**config.mk**
```make
export PLATFORM = sky130hd
export DESIGN_NAME = avalon_pipelined_master_flat
export DESIGN_NICKNAME = d
export VERILOG_FILES = /design/src/rtl/avalon_pipelined_master_pkg.sv /design/src/rtl/avalon_pipelined_master_if.sv /design/src/rtl/avalon_pipelined_master_chk.sv /design/src/rtl/avalon_pipelined_master_rsp_fifo.sv /design/src/rtl/avalon_pipelined_master.sv /design/src/flat_wrapper.sv
export SDC_FILE = /design/constraint.sdc
export NUM_CORES = 1
export LEC_CHECK = 0
export BUFFER_PORTS_ARGS = -buffer_cell sky130_fd_sc_hd__buf_2
export CORE_MARGIN = 10
export CORE_UTILIZATION = 50
export CTS_BUF_LIST = sky130_fd_sc_hd__clkbuf_8
export CTS_CLUSTER_SIZE = 12
export DETAILED_ROUTE_END_ITERATION = 10
export PLACE_DENSITY = 0.77
export SYNTH_ARGS = -nofsm -noshare
export SYNTH_HDL_FRONTEND = slang
export SYNTH_SLANG_ARGS = --single-unit
export TNS_END_PERCENT = 30
```
**constraint.sdc**
```tcl
create_clock -name clk -period 9.38 [get_ports clk]
set_input_delay 0.938 -clock clk [delete_from_list [all_inputs] [get_ports clk]]
set_output_delay 0.938 -clock clk [all_outputs]
set_load 0.03 [all_outputs]
```
**src/rtl/avalon_pipelined_master_pkg.sv**
```systemverilog
// Shared defaults and width helpers for the Avalon pipelined master and its sub-units.
package avalon_pipelined_master_pkg;

  localparam int DEF_ADDR_WIDTH      = 32;
  localparam int DEF_DATA_WIDTH      = 32;
  localparam int DEF_MAX_OUTSTANDING = 4;

  // Width of a counter that must hold every value 0..max_count inclusive.
  function automatic int cnt_width(input int max_count);
    return (max_count < 1) ? 1 : $clog2(max_count + 1);
  endfunction

  // Width of an index into a storage of `depth` entries (never zero).
  function automatic int ptr_width(input int depth);
    return (depth > 1) ? $clog2(depth) : 1;
  endfunction

endpackage

```
**src/rtl/avalon_pipelined_master_if.sv**
```systemverilog
// Avalon-MM pipelined-read bus between the load/store master and its slave.
interface avalon_pipelined_master_if #(
  parameter int ADDR_WIDTH = 32,
  parameter int DATA_WIDTH = 32
);

  logic [ADDR_WIDTH-1:0]   address;
  logic [DATA_WIDTH/8-1:0] byteenable;
  logic [DATA_WIDTH-1:0]   writedata;
  logic                    read;
  logic                    write;
  logic                    waitrequest;
  logic [DATA_WIDTH-1:0]   readdata;
  logic                    readdatavalid;

  modport master (
    output address, byteenable, writedata, read, write,
    input  waitrequest, readdata, readdatavalid
  );

  modport slave (
    input  address, byteenable, writedata, read, write,
    output waitrequest, readdata, readdatavalid
  );

endinterface

```
**src/rtl/avalon_pipelined_master_chk.sv**
```systemverilog
// Protocol and invariant assertions for the Avalon pipelined master.
module avalon_pipelined_master_chk #(
  parameter int ADDR_WIDTH      = 32,
  parameter int DATA_WIDTH      = 32,
  parameter int MAX_OUTSTANDING = 4,
  parameter int CW              = 3
) (
  input logic                    clk,
  input logic                    rst,
  input logic                    req_valid,
  input logic                    req_load,
  input logic                    req_store,
  input logic [CW-1:0]           credits,
  input logic [CW-1:0]           inflight,
  input logic [ADDR_WIDTH-1:0]   address,
  input logic [DATA_WIDTH/8-1:0] byteenable,
  input logic [DATA_WIDTH-1:0]   writedata,
  input logic                    read,
  input logic                    write,
  input logic                    waitrequest,
  input logic                    readdatavalid
);

  a_credit_bound: assert property (@(posedge clk) disable iff (rst)
    credits <= CW'(MAX_OUTSTANDING));

  a_no_load_store: assert property (@(posedge clk) disable iff (rst)
    req_valid |-> !(req_load && req_store));

  a_cmd_stable: assert property (@(posedge clk) disable iff (rst)
    ((read || write) && waitrequest) |=>
      ($stable(address) && $stable(byteenable) && $stable(writedata) &&
       $stable(read) && $stable(write)));

  a_rdv_expected: assert property (@(posedge clk) disable iff (rst)
    readdatavalid |-> (inflight != CW'(0)));

endmodule

```
**src/rtl/avalon_pipelined_master_rsp_fifo.sv**
```systemverilog
// In-order read-response FIFO; head data and flags come straight from storage registers.
module avalon_pipelined_master_rsp_fifo
  import avalon_pipelined_master_pkg::*;
#(
  parameter int DATA_WIDTH = 32,
  parameter int DEPTH      = 4
) (
  input  logic                  clk,
  input  logic                  rst,
  input  logic                  push,
  input  logic [DATA_WIDTH-1:0] push_data,
  input  logic                  pop,
  output logic [DATA_WIDTH-1:0] pop_data,
  output logic                  full,
  output logic                  empty
);

  localparam int PW = ptr_width(DEPTH);
  localparam int CW = cnt_width(DEPTH);

  logic [DATA_WIDTH-1:0] mem_r [DEPTH];
  logic [PW-1:0]         wr_ptr_r;
  logic [PW-1:0]         rd_ptr_r;
  logic [CW-1:0]         count_r;
  logic [CW-1:0]         count_nxt_s;
  logic                  full_r;
  logic                  empty_r;
  logic                  do_push_s;
  logic                  do_pop_s;

  function automatic logic [PW-1:0] ptr_inc(input logic [PW-1:0] ptr);
    return (ptr == PW'(DEPTH - 1)) ? PW'(0) : ptr + PW'(1);
  endfunction

  assign do_push_s = push & ~full_r;
  assign do_pop_s  = pop & ~empty_r;
  assign pop_data  = mem_r[rd_ptr_r];
  assign full      = full_r;
  assign empty     = empty_r;

  // Occupancy update for push, pop or both.
  always_comb begin
    count_nxt_s = count_r;
    case ({do_push_s, do_pop_s})
      2'b10:   count_nxt_s = count_r + CW'(1);
      2'b01:   count_nxt_s = count_r - CW'(1);
      default: count_nxt_s = count_r;
    endcase
  end

  // Pointers, occupancy and registered full/empty flags.
  always_ff @(posedge clk) begin
    if (rst) begin
      wr_ptr_r <= PW'(0);
      rd_ptr_r <= PW'(0);
      count_r  <= CW'(0);
      full_r   <= 1'b0;
      empty_r  <= 1'b1;
    end else begin
      count_r <= count_nxt_s;
      full_r  <= (count_nxt_s == CW'(DEPTH));
      empty_r <= (count_nxt_s == CW'(0));
      if (do_push_s) wr_ptr_r <= ptr_inc(wr_ptr_r);
      if (do_pop_s)  rd_ptr_r <= ptr_inc(rd_ptr_r);
    end
  end

  // Storage array; contents are don't-care until written.
  always_ff @(posedge clk) begin
    if (do_push_s) mem_r[wr_ptr_r] <= push_data;
  end

endmodule

```
**src/rtl/avalon_pipelined_master.sv**
```systemverilog
// Avalon-MM pipelined-read master for the load/store unit: one command register,
// credit-limited outstanding reads and an in-order response FIFO; writes are posted.
module avalon_pipelined_master
  import avalon_pipelined_master_pkg::*;
#(
  parameter int ADDR_WIDTH      = DEF_ADDR_WIDTH,
  parameter int DATA_WIDTH      = DEF_DATA_WIDTH,
  parameter int MAX_OUTSTANDING = DEF_MAX_OUTSTANDING
) (
  input  logic                      clk,
  input  logic                      rst,
  input  logic                      req_valid,
  output logic                      req_ready,
  input  logic                      req_load,
  input  logic                      req_store,
  input  logic [ADDR_WIDTH-1:0]     req_addr,
  input  logic [DATA_WIDTH/8-1:0]   req_be,
  input  logic [DATA_WIDTH-1:0]     req_wdata,
  output logic                      rsp_valid,
  input  logic                      rsp_ready,
  output logic [DATA_WIDTH-1:0]     rsp_data,
  avalon_pipelined_master_if.master av,
  output logic                      busy
);

  localparam int BE_WIDTH = DATA_WIDTH / 8;
  localparam int CW       = cnt_width(MAX_OUTSTANDING);

  typedef struct packed {
    logic [ADDR_WIDTH-1:0] addr;
    logic [BE_WIDTH-1:0]   be;
    logic [DATA_WIDTH-1:0] wdata;
    logic                  load;
    logic                  store;
  } avalon_req_t;

  avalon_req_t   req_s;
  avalon_req_t   cmd_r;
  logic [CW-1:0] credits_r;
  logic [CW-1:0] credits_nxt_s;
  logic [CW-1:0] inflight_r;
  logic [CW-1:0] inflight_nxt_s;
  logic          cmd_active_s;
  logic          cmd_accept_s;
  logic          read_accept_s;
  logic          req_fire_s;
  logic          load_fire_s;
  logic          rsp_pop_s;
  logic          rdv_take_s;
  logic          fifo_full_s;
  logic          fifo_empty_s;

  assign req_s = '{addr: req_addr, be: req_be, wdata: req_wdata,
                   load: req_load, store: req_store};

  assign cmd_active_s  = cmd_r.load | cmd_r.store;
  assign cmd_accept_s  = cmd_active_s & ~av.waitrequest;
  assign read_accept_s = cmd_r.load & ~av.waitrequest;

  // A new request may overwrite the command register in the very cycle the old one is taken.
  assign req_ready   = (~cmd_active_s | ~av.waitrequest) & (~req_load | (credits_r != CW'(0)));
  assign req_fire_s  = req_valid & req_ready;
  assign load_fire_s = req_fire_s & req_load;

  assign rsp_valid  = ~fifo_empty_s;
  assign rsp_pop_s  = rsp_valid & rsp_ready;
  assign rdv_take_s = av.readdatavalid & (inflight_r != CW'(0));

  assign av.address    = cmd_r.addr;
  assign av.byteenable = cmd_r.be;
  assign av.writedata  = cmd_r.wdata;
  assign av.read       = cmd_r.load;
  assign av.write      = cmd_r.store;

  assign busy = cmd_active_s | (inflight_r != CW'(0)) | ~fifo_empty_s;

  // Command register; only the read/write strobes are reset, the payload is don't-care when idle.
  always_ff @(posedge clk) begin
    if (rst) begin
      cmd_r.load  <= 1'b0;
      cmd_r.store <= 1'b0;
    end else if (req_fire_s) begin
      cmd_r <= req_s;
    end else if (cmd_accept_s) begin
      cmd_r.load  <= 1'b0;
      cmd_r.store <= 1'b0;
    end
  end

  // Credits bound reads issued but not yet popped, so the FIFO can always absorb readdatavalid.
  always_comb begin
    credits_nxt_s = credits_r;
    case ({load_fire_s, rsp_pop_s})
      2'b10:   credits_nxt_s = credits_r - CW'(1);
      2'b01:   credits_nxt_s = credits_r + CW'(1);
      default: credits_nxt_s = credits_r;
    endcase
  end

  // Reads accepted by the slave whose data has not yet returned.
  always_comb begin
    inflight_nxt_s = inflight_r;
    case ({read_accept_s, rdv_take_s})
      2'b10:   inflight_nxt_s = inflight_r + CW'(1);
      2'b01:   inflight_nxt_s = inflight_r - CW'(1);
      default: inflight_nxt_s = inflight_r;
    endcase
  end

  // Credit and in-flight counter registers.
  always_ff @(posedge clk) begin
    if (rst) begin
      credits_r  <= CW'(MAX_OUTSTANDING);
      inflight_r <= CW'(0);
    end else begin
      credits_r  <= credits_nxt_s;
      inflight_r <= inflight_nxt_s;
    end
  end

  avalon_pipelined_master_rsp_fifo #(
    .DATA_WIDTH (DATA_WIDTH),
    .DEPTH      (MAX_OUTSTANDING)
  ) u_rsp_fifo (
    .clk       (clk),
    .rst       (rst),
    .push      (rdv_take_s & ~fifo_full_s),
    .push_data (av.readdata),
    .pop       (rsp_pop_s),
    .pop_data  (rsp_data),
    .full      (fifo_full_s),
    .empty     (fifo_empty_s)
  );

  avalon_pipelined_master_chk #(
    .ADDR_WIDTH      (ADDR_WIDTH),
    .DATA_WIDTH      (DATA_WIDTH),
    .MAX_OUTSTANDING (MAX_OUTSTANDING),
    .CW              (CW)
  ) u_chk (
    .clk           (clk),
    .rst           (rst),
    .req_valid     (req_valid),
    .req_load      (req_load),
    .req_store     (req_store),
    .credits       (credits_r),
    .inflight      (inflight_r),
    .address       (cmd_r.addr),
    .byteenable    (cmd_r.be),
    .writedata     (cmd_r.wdata),
    .read          (cmd_r.load),
    .write         (cmd_r.store),
    .waitrequest   (av.waitrequest),
    .readdatavalid (av.readdatavalid)
  );

endmodule

```
**src/flat_wrapper.sv**
```systemverilog
// flat-port wrapper written by rule: the top's interface ports become plain ports
module avalon_pipelined_master_flat import avalon_pipelined_master_pkg::*;
#(
  parameter int ADDR_WIDTH      = DEF_ADDR_WIDTH,
  parameter int DATA_WIDTH      = DEF_DATA_WIDTH,
  parameter int MAX_OUTSTANDING = DEF_MAX_OUTSTANDING
)
  (clk, rst, req_valid, req_ready, req_load, req_store, req_addr, req_be, req_wdata, rsp_valid, rsp_ready, rsp_data, busy, av_address, av_byteenable, av_writedata, av_read, av_write, av_waitrequest, av_readdata, av_readdatavalid);
  avalon_pipelined_master_if #(.ADDR_WIDTH(ADDR_WIDTH), .DATA_WIDTH(DATA_WIDTH)) av_i ();
  input  logic clk;
  input  logic rst;
  input  logic req_valid;
  output logic req_ready;
  input  logic req_load;
  input  logic req_store;
  input  logic [ADDR_WIDTH-1:0] req_addr;
  input  logic [DATA_WIDTH/8-1:0] req_be;
  input  logic [DATA_WIDTH-1:0] req_wdata;
  output logic rsp_valid;
  input  logic rsp_ready;
  output logic [DATA_WIDTH-1:0] rsp_data;
  output logic busy;
  output wire logic [$bits(av_i.address)-1:0] av_address;
  output wire logic [$bits(av_i.byteenable)-1:0] av_byteenable;
  output wire logic [$bits(av_i.writedata)-1:0] av_writedata;
  output wire logic [$bits(av_i.read)-1:0] av_read;
  output wire logic [$bits(av_i.write)-1:0] av_write;
  input wire logic [$bits(av_i.waitrequest)-1:0] av_waitrequest;
  input wire logic [$bits(av_i.readdata)-1:0] av_readdata;
  input wire logic [$bits(av_i.readdatavalid)-1:0] av_readdatavalid;
  assign av_address = av_i.address;
  assign av_byteenable = av_i.byteenable;
  assign av_writedata = av_i.writedata;
  assign av_read = av_i.read;
  assign av_write = av_i.write;
  assign av_i.waitrequest = av_waitrequest;
  assign av_i.readdata = av_readdata;
  assign av_i.readdatavalid = av_readdatavalid;
  avalon_pipelined_master #(.ADDR_WIDTH(ADDR_WIDTH), .DATA_WIDTH(DATA_WIDTH), .MAX_OUTSTANDING(MAX_OUTSTANDING)) u_core (.clk(clk), .rst(rst), .req_valid(req_valid), .req_ready(req_ready), .req_load(req_load), .req_store(req_store), .req_addr(req_addr), .req_be(req_be), .req_wdata(req_wdata), .rsp_valid(rsp_valid), .rsp_ready(rsp_ready), .rsp_data(rsp_data), .av(av_i), .busy(busy));
endmodule
```
==> results.md <==
* Status: completed
* Mux contribution to synthesized area at 9.961%
* Die Width at roughly 140 µm
* CP arrival at 2.29 ns
* Measured slew at the worst slew-check pin at 0.8846 ns
* Via Count at 4096
* Ys Warns at 0
* Reg clk slew, reported paths at around 0.06 ns
* Die H at around 140 µm
* Top cell type's share of synthesized area at between 70% and 80%
* Synth Area in Compound Gates at between 1.5 and 2%
* Final worst path period share at 34.43%
* Pwr dens at approximately 230 nW/µm²
* Crit-path cells: buf_4 > mux4_1 > buf_2
* Min Tclk post-route at 3.229 ns
* CTS tree: done
* Worst-path maximum fanout at 28
* Number of vias per cell at approximately 5.2
* Leakage at around 3.6 nW
* Fin nets at 700
* Max Slew Vio Count at 0
* 1st-iter DRT viols at 159
* Largest net degree at the start of global routing at 71
* Synthesis-stage register bit count at approximately 220
* Clk_skew at approximately 0.017 ns
* Post-DP HPWL at roughly 12 mm
* Cell Rows at 45
* Max Clock Freq at just over 0.3 GHz
* Post-synth EDFFs at 196
* Simple-gate share of the synthesized area at between 2 and 3%
* First-pass GRT wire length at 25.80 mm
* Crit Path Category: reg -> out
* Most numerous cell in the Yosys netlist: edfxtp_1
* Critical path's slowest cell: mux4_1
* Design Area, Final at approximately 9600 µm²
* Core area at roughly 15000 µm²
* Adder-Cell Fraction of Synth Area at under 10%
* Slew margin rel. at about two fifths
* Mapped Cells at approximately 340
* Switching part of the total at 26.52%
* Psw at around 0.0006 W
* Worst Setup End Kind: output port
* Worst vdd ir at approximately 0.16 mV
* Flop pwr share at around half
* Buffer depth of the longest clock path at 3
* Full die area at between 20000 and 25000 µm²
* H-Tree Depth at 2
* Post-DR wirelength/cell at around 21 µm
* Power share of the combinational group at between 10% and 20%
* Synthesized cell area at 7712 µm²
* Most frequent cells after synthesis: 196 x edfxtp_1, 30 x mux4_2, 19 x dfxtp_1
* Root Driver: clkbuf_8
* Mean Syn Cell Area at ~23 µm²
* Overall routed net length at between 15 and 20 mm
* RSZ-0062 raised after global routing: no
* # setup viols final at 0
* Routability Congestion at ~0.76
* Top Family by Delay on Critical Path: buffers and inverters
* Combinational family with the most area after synthesis: multiplexers
* # resized after CTS at 0
* Critical path depth in cells at 3
* XOR/XNOR Fraction of Synth Area at 0.5678%
* Setup TNS at 0 ns
* Top Ports at between 200 and 250
* CTS buffer count at 35
* Drt drc at 0
* R2r setup slk at ~7.0 ns
* Reg2reg start: u_core.inflight_r[0]$_SDFFE_PP0P_
* Initial antenna violation count at 2
* CP Capture Point: rsp_data[0]
* Net Count, Synth at 457
* GRT overflow at 0
* Min-Delay Path Class: reg -> reg
* CP Launch Type: register
* Crit-path max cell delay at roughly 0.66 ns
* Vias in the first global route at roughly 4600
* Worst-skew pair later-pin latency at between 0.5 and 0.6 ns
* TritonRoute pass-1 iters at 4
* Hold Startpoint: u_core.inflight_r[2]$_SDFFE_PP0P_
* Top cells by area, synth: edfxtp_1 76%, mux4_2 8.8%, dfxtp_1 4.9%
* Final Hold Viols at 0
* All-layer global routing usage at approximately 16%
* Seq/Total Area, Yosys at between 80% and 90%
* Share of cells above drive strength 1 at 50.00%
* Pint at 0.001627 W
* Post-cts hold buffer count at 0
* Max cap viols at 0
* Clock share of power at 33.4%
* Bufs and invs on worst path at 2
* Worst R2R End: u_core.u_rsp_fifo.empty$_SDFF_PP1_
* Top_reg_cell synth: edfxtp_1
* Post-CTS Setup Repair Bufs at 0
* FF-to-FF path depth at 8
* Synth unique cells at 34
* Starting Density at 50.92%
* TritonCTS Sinks at roughly 220
* Asr flop ratio synth at 0%
* Port bufs at around 210
* Layout area overhead at 24.30%
* Yosys top cell by area: edfxtp_1
* Post-route ant nets at 0
* WP data required at approximately 8.4 ns
* Placed inst area at 8942 µm²
* Fin util at between 60 and 70%
-- layout by cell type, fill, tap and decap left out, drive strengths merged, types with 2 or more instances in the layout --
cell type  count
inv           22
mux4          32
o21ai          4
nand3          3
xor2           4
or3            3
nor2b          3
dfxtp         19
edfxtp       196
o31ai          2
a21oi          4
ha             8
nand2b         3
a22o           2
and2           4
nor3           2
nor4b          2
mux2i          4
buf          215
fa             3
nand3b         2
nor2          12
clkinv         5
clkbuf        41
-- registers in the layout, summed over array words and instances (netlist names), named ones only --
signal	count
u_core.av.address	32
u_core.credits_r	3
u_core.av.writedata	32
u_core.inflight_r	3
u_core.av.byteenable	4
u_core.u_rsp_fifo.mem_r	128
u_core.av.write	1
u_core.u_rsp_fifo.empty	1
u_core.u_rsp_fifo.full	1
u_core.u_rsp_fifo.count_r	3
u_core.u_rsp_fifo.wr_ptr_r	2
u_core.u_rsp_fifo.rd_ptr_r	2
u_core.av.read	1
-- worst register-to-register path: cells and delay by family, from the launching register on --
kind / cells / cell delay [ns]
adders and majority gates: 2 / 0.64
and+or+nand+nor: 2 / 0.62
DFF: 1 / 0.41
AOI/OAI and AO/OA: 2 / 0.39
xor gates and xnor gates: 1 / 0.15
buffers and inverters: 1 / 0.08
-- worst min path at each step --
| stage | end | slack [ns] | cells past startpoint |
|---|---|---|---|
| floorplan | u_core.inflight_r[2]$_SDFFE_PP0P_ | 0.47 | 2 |
| global placement | u_core.inflight_r[2]$_SDFFE_PP0P_ | 0.48 | 2 |
| detailed placement | u_core.inflight_r[2]$_SDFFE_PP0P_ | 0.52 | 2 |
| CTS | u_core.inflight_r[2]$_SDFFE_PP0P_ | 0.53 | 2 |
| global route | u_core.av.writedata[24]$_DFFE_PP_ | 0.56 | 1 |
| finish | u_core.inflight_r[2]$_SDFFE_PP0P_ | 0.54 | 2 |
-- cell families (layout without fill, tap and decap cells) --
family / count (synthesis) / count (layout)
other: 0 / 1
buffers and inverters: 19 / 283
adders and majority gates: 11 / 11
AOI/OAI and AO/OA: 17 / 17
xor gates and xnor gates: 5 / 5
and+or+nand+nor: 35 / 35
muxes: 36 / 36
DFF: 215 / 215
-- metal layers --
metal / vias up / GRT usage, % / wire length (µm)
li1: 1863 / - / -
met1: 1999 / 17.93 / 6176
met2: 206 / 26.26 / 8235
met3: 26 / 9.708 / 2219
met4: 2 / 4.947 / 282
met5: - / 0 / 11
-- area by class of cell --
cell class,count,area (µm²)
timing repair buffer,215,1084
clock inverter,17,77.57
antenna,1,2.502
sequential,215,6267
multi-input combinational,104,1319
inverter,10,37.54
clock buffer,41,564.3
tap,188,235.2
fill,1044,5559
-- stage by stage --
stage | hold slack, ns | setup WS [ns] | power, W | std cells
after detailed placement | 0.5213 | 6.424 | 0.001500 | 732
final | 0.5362 | 6.151 | 0.002215 | 791
after global routing | 0.5551 | 5.933 | 0.002317 | 790
after CTS | 0.5293 | 6.051 | 0.002244 | 790
after floorplan | 0.4716 | 5.519 | 0.001398 | 338
after global placement | 0.4834 | 6.515 | 0.001486 | 732
-- power by group through the flow --
stage,sequential (W),combinational (W),clock (W)
finish,0.00113,0.000346,0.000740
global route,0.00113,0.000373,0.000809
CTS,0.00113,0.000352,0.000763
global placement,0.00115,0.000340,0
floorplan,0.00118,0.000218,0
detailed placement,0.00115,0.000352,0
No activity file was read; power rests on OpenSTA's default activity.
